$ cat config.mk
export PLATFORM = sky130hd
export DESIGN_NAME = if_stage
export DESIGN_NICKNAME = d
export VERILOG_FILES = /design/src/rtl/if_stage.sv
export SDC_FILE = /design/constraint.sdc
export NUM_CORES = 1
export LEC_CHECK = 0
export ABC_AREA = 1
export CORE_MARGIN = 10
export CORE_UTILIZATION = 45
export CTS_CLUSTER_SIZE = 16
export DETAILED_ROUTE_END_ITERATION = 10
export DONT_BUFFER_PORTS = 1
export SLEW_MARGIN = 10
export SYNTH_ARGS = -nofsm -noshare
export SYNTH_HDL_FRONTEND = slang
export SYNTH_SLANG_ARGS = --single-unit
$ cat constraint.sdc
create_clock -name clk -period 1.7 [get_ports clk]
set_clock_uncertainty 0.1 [all_clocks]
set_input_delay 0.17 -clock clk [delete_from_list [all_inputs] [get_ports clk]]
set_output_delay 0.17 -clock clk [all_outputs]
set_load 0.01 [all_outputs]
$ cat src/rtl/if_stage.sv
// if_stage: instruction-fetch stage of the five-stage RISC-V core.
//
// Owns the program counter and drives the synchronous-read BIOS and IMEM
// instruction ports from the combinational next PC, so the instruction for
// id_pc is available at decode in the same cycle id_pc is. Applies execute
// flushes, decode stalls and decode redirects, and keeps fetch perf counters.
//
// Ports:
//   clk, rst            clock, synchronous active-high reset
//   id_stall            decode hazard stall, hold the PC
//   ex_flush/ex_target  execute mispredict redirect
//   id_target_taken/id_target  decode-predicted redirect
//   perf_clr            synchronous clear of all perf counters
//   id_pc               PC of the instruction at decode
//   bios_addr/bios_en   BIOS read port (word address)
//   imem_addr/imem_en   IMEM read port (word address)
//   perf_*              cycle, fetch, flush and predicted-redirect counters
module if_stage #(
  parameter logic [31:0] RESET_PC = 32'h4000_0000,
  parameter int          BIOS_AW  = 12,
  parameter int          IMEM_AW  = 14
) (
  input  logic               clk,
  input  logic               rst,
  input  logic               id_stall,
  input  logic               ex_flush,
  input  logic [31:0]        ex_target,
  input  logic               id_target_taken,
  input  logic [31:0]        id_target,
  input  logic               perf_clr,
  output logic [31:0]        id_pc,
  output logic [BIOS_AW-1:0] bios_addr,
  output logic               bios_en,
  output logic [IMEM_AW-1:0] imem_addr,
  output logic               imem_en,
  output logic [31:0]        perf_cycles,
  output logic [31:0]        perf_fetched,
  output logic [31:0]        perf_flushes,
  output logic [31:0]        perf_pred_redirs
);

  logic [31:0] r_pc_q;
  logic [31:0] w_next_pc;
  logic [3:0]  w_region;
  logic        w_advance;

  logic [31:0] r_perf_cycles;
  logic [31:0] r_perf_fetched;
  logic [31:0] r_perf_flushes;
  logic [31:0] r_perf_pred_redirs;

  // A flush beats a stall (the stalled instruction is squashed) and a stall
  // beats a decode redirect (decode re-asserts it once the stall clears).
  always_comb begin
    w_next_pc = r_pc_q + 32'd4;
    if (rst) begin
      w_next_pc = RESET_PC;
    end else if (ex_flush) begin
      w_next_pc = {ex_target[31:2], 2'b00};
    end else if (id_stall) begin
      w_next_pc = r_pc_q;
    end else if (id_target_taken) begin
      w_next_pc = {id_target[31:2], 2'b00};
    end
  end

  // Addresses come from next_pc because both memories register the address;
  // during a stall next_pc is pc_q, so the read data keeps matching id_pc.
  assign w_region  = w_next_pc[31:28];
  assign bios_addr = w_next_pc[BIOS_AW+1:2];
  assign imem_addr = w_next_pc[IMEM_AW+1:2];
  assign bios_en   = (w_region == 4'b0100);
  assign imem_en   = (w_region == 4'b0001);

  always_ff @(posedge clk) begin
    r_pc_q <= w_next_pc;
  end

  // The instruction at decode moves on to execute only when not stalled and
  // not squashed.
  assign w_advance = !ex_flush && !id_stall;

  always_ff @(posedge clk) begin
    if (rst || perf_clr) begin
      r_perf_cycles      <= '0;
      r_perf_fetched     <= '0;
      r_perf_flushes     <= '0;
      r_perf_pred_redirs <= '0;
    end else begin
      r_perf_cycles <= r_perf_cycles + 32'd1;
      if (w_advance) begin
        r_perf_fetched <= r_perf_fetched + 32'd1;
      end
      if (ex_flush) begin
        r_perf_flushes <= r_perf_flushes + 32'd1;
      end
      if (w_advance && id_target_taken) begin
        r_perf_pred_redirs <= r_perf_pred_redirs + 32'd1;
      end
    end
  end

  assign id_pc            = r_pc_q;
  assign perf_cycles      = r_perf_cycles;
  assign perf_fetched     = r_perf_fetched;
  assign perf_flushes     = r_perf_flushes;
  assign perf_pred_redirs = r_perf_pred_redirs;

endmodule

* Word-level counts from Yosys, hierarchy flattened
Index checks and enable logic that the tools add are counted.
** Cells by class
- Muxes and demuxes :: 4
- Order comparisons :: 0
- Reduce and logical (&&, ||, !) cells :: 6
- Add/subtract/negate cells :: 5
- Bitwise gates (word level) :: 0
- Div/mod/pow operators :: 0
- Shift-type cells :: 0
- Equal/unequal tests :: 3
- $mul :: 0
** Operators with widths (number)
- 32-bit by 1-bit adder with 32-bit output, second input constant :: 4
- 32-bit 2-to-1 mux :: 4
- 32-bit by 3-bit adder with 32-bit output, second input constant :: 1
- 4-bit by 1-bit equality test with 1-bit output, second input constant :: 1
- 4-bit by 3-bit equality test with 1-bit output, second input constant :: 1
- 1-bit logical AND :: 2
- 1-bit logical NOT :: 2
- 2-bit by 1-bit inequality test with 1-bit output, second input constant :: 1
- 2-bit OR reduction :: 1
- 1-bit logical OR :: 1
** Storage, ports and cells
- Memories kept :: 0
- Bits of input ports :: 70
- Register bits :: 160
- Bits in latches :: 0
- Output and inout bits :: 188
- RAM bits :: 0
- ROM bits :: 0

* Longest topological paths before layout
Gate-level depths: netlist (run 1).
- Depth after elaboration :: 6
- Depth in mapped cells :: 12
- Gate-level depth less buffers :: 12

* Worst setup path before layout (run 1)
Ideal clock, no wire load.
- Path type :: register -> output
- Start :: register r_pc_q[2], in the netlist id_pc[2]
- End :: output port imem_en
- Required time :: 1.430 ns
- Setup slack :: -0.250 ns
- Data arrival time :: 1.680 ns
- Cell stages (with the launch flop) :: 12
- Cells stage by stage :: dfxtp_1 > ha_1 > nand2_1 > nor2_4 > nand2_2 > nor2_2 > nand2_1 > nand2_1 > nand3_1 > a21oi_2 > nand2_1 > nor2_1
** Between the ends
- Word-level cells in the longest chain between the ends :: 6
** Ends and longest elaborated chain
- from (decl) :: RTL line 42 : logic [31:0] r_pc_q;
- from (signal assigned) :: RTL line 76 : r_pc_q <= w_next_pc;
- 32-bit by 3-bit adder with 32-bit output :: RTL line 55 : w_next_pc = r_pc_q + 32'd4;
- 32-bit 2-to-1 mux :: RTL line 62 : end else if (id_target_taken) begin
- 32-bit 2-to-1 mux :: RTL line 60 : end else if (id_stall) begin
- 32-bit 2-to-1 mux :: RTL line 58 : end else if (ex_flush) begin
- 32-bit 2-to-1 mux :: RTL line 56 : if (rst) begin
- net w_next_pc[28] :: RTL line 43 : logic [31:0] w_next_pc;
- 4-bit by 1-bit equality test with 1-bit output :: RTL line 73 : assign imem_en = (w_region == 4'b0001);
- to (decl) :: RTL line 35 : output logic imem_en,
The timed path passes the listed nets, and every way through them passes these cells. The select of a mux whose other input is x is not followed.

* Worst setup path after layout (run 1)
- Start :: register r_pc_q[2], in the netlist id_pc[2]
- End :: output port bios_addr[4]
** Between the ends
- Word-level cells in the longest chain between the ends :: 5
** Ends and longest elaborated chain
- 32-bit by 3-bit adder with 32-bit output :: RTL line 55
- 32-bit 2-to-1 mux :: RTL line 62
- 32-bit 2-to-1 mux :: RTL line 60
- 32-bit 2-to-1 mux :: RTL line 58
- 32-bit 2-to-1 mux :: RTL line 56
- to (decl) :: RTL line 32 : output logic [BIOS_AW-1:0] bios_addr,
No other way between the ends. The select of a mux whose other input is x is not followed.

==> results.sh, run 1 <==
export IMPL_status="finished with violations"
export IMPL_violations="negative setup slack"
export IMPL_postSynthCellCount=1482
export IMPL_start_util_pct=45.96
export IMPL_path_delay_family="buffers and inverters"
export IMPL_required_ns=1.43
export IMPL_ir_drop_mv=0.5871
export IMPL_holdWs_ns=0.003934
export IMPL_async_flop_share_pct=0
export IMPL_crit_slowest_cell="dfxtp_4"
export IMPL_drc=0
export IMPL_synth_nets=1557
export IMPL_worst_path_stages=9
export IMPL_grt_start_max_net_pins=53
export IMPL_drive_above_1_share_pct=36.05
export IMPL_die_w_microns=164.2
export IMPL_slowest_delay_ns=0.36
export IMPL_wl_per_cell_microns=17.38
export IMPL_die_area_sq_um=26970
export IMPL_vias=11347
export IMPL_finalWirelength_microns=37150
export IMPL_gp_congestion=0.9601
export IMPL_cts_htree_levels=4
export IMPL_timing_fmax_mhz=436.8
export IMPL_rsz0062_at_grt="yes"
export IMPL_dr_pass1_iters=7
export IMPL_drv_cap=0
export IMPL_cp_start_kind="register"
export IMPL_track_usage_pct=24.81
export IMPL_min_period_ns=2.289
export IMPL_cp_common_cell="buf_4"
export IMPL_hold_viol=0
export IMPL_slew_headroom_pct=32.78
export IMPL_port_buffers=0
export IMPL_avgViaCountPerCell=5.307
export IMPL_gr_total_overflow=0
export IMPL_leakage_nw=5.744
export IMPL_area_growth_pct=54.90
export IMPL_syn_area_per_cell_sq_um=6.316
export IMPL_cellPowerDensity_nw_per_um2=609.2
export IMPL_critPathArrivalTime_ns=2.02
export IMPL_placed_cell_area_sq_um=11640
export IMPL_wl_met3_microns=4081
export IMPL_setup_viol=57
export IMPL_hold_depth=3
export IMPL_worst_path_buf_inv=3
export IMPL_end_kind="output pin"
export IMPL_cts_tree="built"
export IMPL_top_layer="met4"
export IMPL_layout_setup_ws_ns=-0.5892
export IMPL_crit_path_end="bios_addr[4]"
export IMPL_cp_startpoint="id_pc[2]$_DFF_P_"
export IMPL_clkTransAtPathRegs_ns=0.06
export IMPL_wl_met2_microns=17290
export IMPL_worst_pin_slew_ns=1.008
export IMPL_worstSkewPairLatency_ns=0.43
export IMPL_fill_cells=1643
export IMPL_fin_cells=2138
export IMPL_crit_type="reg -> out"
export IMPL_ios=258
export IMPL_reg2reg_setup_slack_ns=-0.47
export IMPL_hold_path_class="in -> reg"
export IMPL_yosys_warnings=0
export IMPL_num_rows=52
export IMPL_clock_path_buffers=2
export IMPL_fp_dieH_microns=164.2
export IMPL_hpwl_microns=25770
export IMPL_worstRegToRegCells=16
export IMPL_r2r_end="id_pc[19]$_SDFFE_PP0P_"
export IMPL_rr_startpoint="id_pc[4]$_DFF_P_"
export IMPL_drt_iter0_drc=1061
export IMPL_synth_cell_types=44
export IMPL_fin_area_sq_um=14500
export IMPL_dp_cells=1974
export IMPL_finish_net_count=1929
export IMPL_detail_route_antenna_nets=0
export IMPL_first_global_vias=10392
export IMPL_path_max_fanout=4
export IMPL_core_sq_um=20360
export IMPL_grt_pass1_wl_microns=53830
export IMPL_synth_main_ff_cell="dfxtp_1"
export IMPL_period_share_pct=134.7
export IMPL_numCtsBuffers=17
export IMPL_antenna_found_initial=1
export IMPL_ys_ff_latch=160
export IMPL_yosysSeqAreaShare_pct=34.22
export IMPL_power_mw=8.832
export IMPL_synth_edff_count=0
export IMPL_crit_chain="ha_4 > nand2_4 > nor2_4 > buf_4 > buf_6 > a21oi_2 > o21ai_1 > a311oi_1 > buf_4"
export IMPL_wl_met1_microns=14950
export IMPL_syn_area_sq_um=9360
export IMPL_root_buffer="clkbuf_16"
export IMPL_cts_sinks=160
export IMPL_slew_viol_final=0
==> cell usage in the layout, fill, tap and decap left out, types with 12 or more instances in the layout <==
master | Yosys | routed
dlygate4sd3_1 | 0 | 61
nand4_1 | 31 | 31
nand2_1 | 377 | 332
nor2_2 | 13 | 40
dfxtp_1 | 160 | 105
o21ai_1 | 0 | 15
nand3_2 | 1 | 13
nand3_1 | 85 | 65
inv_1 | 167 | 155
nor3_1 | 58 | 33
nand2_4 | 3 | 12
inv_2 | 6 | 16
nor3_2 | 2 | 21
nor2_1 | 220 | 164
buf_4 | 26 | 335
buf_6 | 1 | 12
a21oi_2 | 1 | 12
xor2_1 | 20 | 19
nor2_4 | 6 | 35
dfxtp_4 | 0 | 15
nand2_2 | 2 | 38
dfxtp_2 | 0 | 40
o21ai_0 | 75 | 56
a21oi_1 | 103 | 92
clkbuf_16 | 0 | 17
==> metrics by stage <==
step / utilization, % / TNS, ns / setup WS (ns)
global placement: 57.15 / -1.755 / -0.1988
detailed placement: 57.15 / -2.800 / -0.2236
global route: 71.18 / -20.11 / -0.6485
finish: 71.20 / -14.46 / -0.5892
floorplan: - / -0.2289 / -0.07906
CTS: 65.36 / -23.64 / -0.5207
==> repair_timing <==
item	in CTS	in global routing
resized for setup	78	257
pin swaps	25	72
setup endpoints to repair	49	170
endpoints found under the hold margin	46	10
buffers inserted	26	42
cloned	0	0
hold buffers	63	2
==> cell usage after synthesis, types with 2 or more instances <==
cell,count,share of area [%]
nor4_2,2,0.27
nand2_4,3,0.36
nor2_4,6,0.72
nor3_1,58,3.1
nor3b_1,4,0.32
and3_1,3,0.20
o211ai_1,3,0.24
a211oi_1,5,0.40
o221ai_1,11,1.0
nand3b_1,7,0.56
nor2_1,220,8.8
inv_2,6,0.24
nand4_1,31,2.1
nand3_1,85,4.5
nor4_1,7,0.47
ha_1,5,0.67
or2_2,5,0.33
nand2_1,377,15
o21a_1,6,0.48
clkbuf_1,33,1.3
inv_1,167,6.7
xnor2_1,7,0.66
buf_4,26,2.1
o22ai_1,2,0.13
nor2_2,13,0.87
a21oi_1,103,5.5
o21ai_0,75,4.0
nand2_2,2,0.13
dfxtp_1,160,34
or2_0,3,0.20
nor3_2,2,0.21
a31oi_1,12,0.80
xor2_1,20,1.9
buf_1,2,0.080
nor3_4,2,0.35
==> registers in the layout, indices dropped and copies added (netlist names) <==
register          count
perf_pred_redirs     32
perf_cycles          32
perf_flushes         32
id_pc                32
perf_fetched         32
==> kinds of logic (layout without fill, tap and decap cells) <==
family                   Yosys count  after routing  share of synthesized area (%)
AND/OR/NAND/NOR                  832            832                          38.98
buffers and inverters            237            622                          10.64
AO/OA/AOI/OAI                    221            221                          12.97
flip-flops                       160            160                          34.22
XOR/XNOR                          27             27                          2.526
adder cells (fa/ha/maj)            5              5                         0.6684
other                              0              1                              0
==> cell type report <==
class | count | area, sq um | area share, %
flip-flops and latches | 160 | 3309 | 22.83
multi-input cells | 1085 | 6216 | 42.87
repair buffers | 416 | 3391 | 23.39
clock inverters | 11 | 131.4 | 0.9061
inverters | 174 | 660.6 | 4.556
clock buffers | 21 | 450.4 | 3.107
diodes | 1 | 2.502 | 0.01726
well taps | 270 | 337.8 | 2.330
==> metal layers <==
layer / vias up / global-route usage, %
li1: 5546 / -
met1: 5225 / 31.19
met2: 497 / 39.36
met3: 79 / 8.411
met4: 0 / 7.392
met5: - / 0
==> where the power goes <==
| group | internal [mW] | total, mW | leakage [nW] | switching, mW |
|---|---|---|---|---|
| Clock | 2.22 | 3.90 | 0.275 | 1.67 |
| Sequential | 3.80 | 3.88 | 1.32 | 0.0773 |
| Combinational | 0.456 | 1.06 | 4.14 | 0.601 |
| Total | 6.48 | 8.83 | 5.74 | 2.35 |
==> how the worst min path moves through the flow <==
| stage | start | endpoint | slack (ns) |
|---|---|---|---|
| after floorplan | id_target[3] | id_pc[3]$_DFF_P_ | 0.24 |
| after global placement | rst | id_pc[17]$_SDFFE_PP0P_ | 0.15 |
| after detailed placement | rst | id_pc[24]$_SDFFE_PP0P_ | 0.15 |
| after CTS | id_target_taken | id_pc[9]$_DFF_P_ | -0.08 |
| after global routing | id_target[6] | id_pc[6]$_DFF_P_ | 0.01 |
| final | id_target_taken | id_pc[11]$_DFF_P_ | 0.004 |
==> tightest hold or removal path, delay by kind of cell <==
| kind | cells | cell delay [ns] |
|---|---|---|
| AOI/OAI and AO/OA | 3 | 0.29 |
(Power assumes the default switching activity.)
==> run 2, diff against run 1 <==
--- a/config.mk
+++ b/config.mk
@@ -5,7 +5,7 @@
 export SDC_FILE = /design/constraint.sdc
 export NUM_CORES = 1
 export LEC_CHECK = 0
-export ABC_AREA = 1
+export ABC_AREA = 0
 export CORE_MARGIN = 10
 export CORE_UTILIZATION = 45
 export CTS_CLUSTER_SIZE = 16
==> results.sh, run 2 <==
export IMPL_n_antenna_cell=0
export IMPL_netlist_area_leader_share_pct=40.31
export IMPL_synth_top_cells_by_count="nor2_1 (171), dfxtp_1 (160), xor2_1 (83), nand2_1 (80), nand3_1 (58)"
export IMPL_end_kind="output pin"
export IMPL_met2_usage_pct=35.40
export IMPL_vias=7810
export IMPL_hold_depth=2
export IMPL_min_period_ns=2.402
export IMPL_power_mw=8.509
export IMPL_slew_viol_final=0
export IMPL_violations="negative hold slack, negative setup slack"
export IMPL_die_area_sq_um=23370
export IMPL_cp_start_kind="register"
export IMPL_drive_above_1_share_pct=42.50
export IMPL_slew_headroom_pct=61.01
export IMPL_yosys_warnings=0
export IMPL_ir_drop_mv=0.6330
export IMPL_status="finished with violations"
export IMPL_gr_usage_met3_pct=7.744
export IMPL_cts_tree="built"
export IMPL_cts_sinks=160
export IMPL_gr_total_overflow=0
export IMPL_finalWirelength_microns=25910
export IMPL_worst_pin_slew_ns=0.5830
export IMPL_start_util_pct=45.94
export IMPL_yosys_area_share_simple_pct=29.49
export IMPL_synth_nets=1028
export IMPL_area_growth_pct=53.11
export IMPL_cellPowerDensity_nw_per_um2=699.3
export IMPL_rr_startpoint="id_pc[2]$_DFF_P_"
export IMPL_numCtsBuffers=17
export IMPL_grt_pass1_wl_microns=40420
export IMPL_avgViaCountPerCell=5.306
export IMPL_dr_pass1_iters=5
export IMPL_wl_per_cell_microns=17.60
export IMPL_holdPathEnd="id_pc[21]$_SDFFE_PP0P_"
export IMPL_timing_fmax_mhz=416.3
export IMPL_syn_area_per_cell_sq_um=8.338
export IMPL_cp_startpoint="id_pc[7]$_DFF_P_"
export IMPL_leakage_nw=4.970
export IMPL_synth_cell_types=61
export IMPL_first_global_vias=7722
export IMPL_synthAdderAreaFrac_pct=0.7873
export IMPL_worstSkewPairLatency_ns=0.42
export IMPL_synth_xor_area_share_pct=13.45
export IMPL_met1_usage_pct=23.89
export IMPL_yosys_area_top_type="dfxtp_1"
export IMPL_hold_path_class="in -> reg"
export IMPL_fill_cells=1323
export IMPL_grt_start_max_net_pins=37
export IMPL_fp_dieH_microns=152.9
export IMPL_tns_ns=-18.16
export IMPL_gp_congestion=0.8727
export IMPL_layout_commonest_cell="buf_4"
export IMPL_period_share_pct=141.3
export IMPL_clkTransAtPathRegs_ns=0.07
export IMPL_layout_setup_ws_ns=-0.7021
export IMPL_gr_max_usage_layer="met2"
export IMPL_drv_cap=0
export IMPL_core_sq_um=17300
export IMPL_track_usage_pct=20.69
export IMPL_reg2reg_setup_slack_ns=-0.34
export IMPL_async_flop_share_pct=0
export IMPL_synth_compound_area_share_pct=8.880
export IMPL_port_buffers=0
export IMPL_synth_top_family_by_area="simple AND/OR/NAND/NOR gates"
export IMPL_postSynthCellCount=953
export IMPL_finish_net_count=1309
export IMPL_critPathArrivalTime_ns=2.13
export IMPL_antenna_found_initial=0
export IMPL_root_buffer="clkbuf_16"
export IMPL_hold_viol=8
export IMPL_synth_main_ff_cell="dfxtp_1"
export IMPL_num_rows=48
export IMPL_drt_iter0_drc=361
export IMPL_synth_area_leaders="dfxtp_1 (40%), xor2_1 (9.1%), nor2_1 (8.1%)"
export IMPL_path_max_fanout=3
export IMPL_ys_ff_latch=160
export IMPL_setup_viol=56
export IMPL_rsz0062_at_grt="yes"
export IMPL_final_cell_mix="buf_4 (251), nor2_1 (156), dfxtp_1 (90)"
export IMPL_die_w_microns=152.9
export IMPL_holdWs_ns=-0.1790
export IMPL_r2r_end="id_pc[5]$_DFF_P_"
export IMPL_crit_type="reg -> out"
export IMPL_ios=258
export IMPL_hpwl_microns=18280
export IMPL_yosysSeqAreaShare_pct=40.31
export IMPL_detail_route_antenna_nets=0
export IMPL_worstRegToRegCells=13
export IMPL_drc=0
export IMPL_min_from="ex_flush"
export IMPL_synth_mux_area_share_pct=1.275
export IMPL_clock_path_buffers=2
export IMPL_cts_htree_levels=4
export IMPL_yosysMostFrequentCell="nor2_1"
export IMPL_syn_area_sq_um=7946
export IMPL_synth_edff_count=0
export IMPL_required_ns=1.43
-- run 2: changes by cell type after synthesis, moves of 14 or more --
| cell | delta |
|---|---|
| nand2_1 | -297 |
| inv_1 | -153 |
| a21oi_1 | -75 |
| xor2_1 | +63 |
| nor2_1 | -49 |
| o21ai_0 | -42 |
| nor3_1 | -37 |
| xnor2_1 | +32 |
| nand3_1 | -27 |
| and3_1 | +23 |
| or3_1 | +18 |
| and4_1 | +14 |
-- run 2: how the worst max path moves through the flow --
stage                          endpoint  slack (ns)
after floorplan                 bios_en       -0.27
after global placement    bios_addr[11]       -0.25
after detailed placement        bios_en       -0.28
after CTS                       imem_en       -0.69
after global routing      imem_addr[12]       -0.83
final                           imem_en       -0.70
-- run 2: cells by family (layout without fill, tap and decap cells) --
logic type / Yosys count / in the layout
simple gates: 462 / 462
flops: 160 / 160
xor+xnor: 122 / 122
compound gates: 111 / 111
buf+inv: 83 / 377
mux: 10 / 10
fa+ha+maj: 5 / 5
-- run 2: worst max-delay path, cell delays in order (launching register included) --
cell and delay, ns:
dfxtp_4 0.37, nand4_4 0.16, nor4_4 0.28, buf_4 0.18
nand3b_4 0.10, mux2i_4 0.20, a2bb2oi_2 0.17, and3b_2 0.26
-- run 2: timing repair --
action | in CTS | in global routing
pin swaps | 44 | 71
setup endpoints to repair | 94 | 129
gates cloned | 0 | 0
resized for setup | 89 | 108
hold buffers | 44 | 3
setup buffers | 31 | 15
endpoints found under the hold margin | 36 | 10
-- run 2: area by class of cell --
class	count	area [sq um]	share of cell area [%]
clock inverter	14	130.1	1.070
multi-input combinational	710	5160	42.41
clock buffer	18	439.2	3.610
timing repair buffer	329	2759	22.68
inverter	16	63.81	0.5245
tap	225	281.5	2.314
sequential	160	3333	27.40
-- run 2: report_power, final --
group / total [mW] / switching, mW / internal [mW] / leakage (nW)
logic: 0.919 / 0.465 / 0.454 / 3.36
registers: 3.87 / 0.0743 / 3.80 / 1.33
clock network: 3.72 / 1.64 / 2.08 / 0.279
total: 8.51 / 2.18 / 6.33 / 4.97
-- run 2: per-layer routing --
layer  routed length (microns)  vias up
met4                       425        0
met5                         0        -
met1                     10430     3680
met3                      2328       37
li1                          -     3833
met2                     12720      260
-- run 2: per-stage QoR --
step	instance area, sq um	util [%]	setup WS [ns]	cells
after CTS	11640	67.32	-0.6884	1460
after global routing	12170	70.34	-0.8310	1472
after global placement	10080	58.30	-0.2495	1355
after floorplan	8357	-	-0.2728	953
after detailed placement	10080	58.30	-0.2769	1355
final	12170	70.34	-0.7021	1472
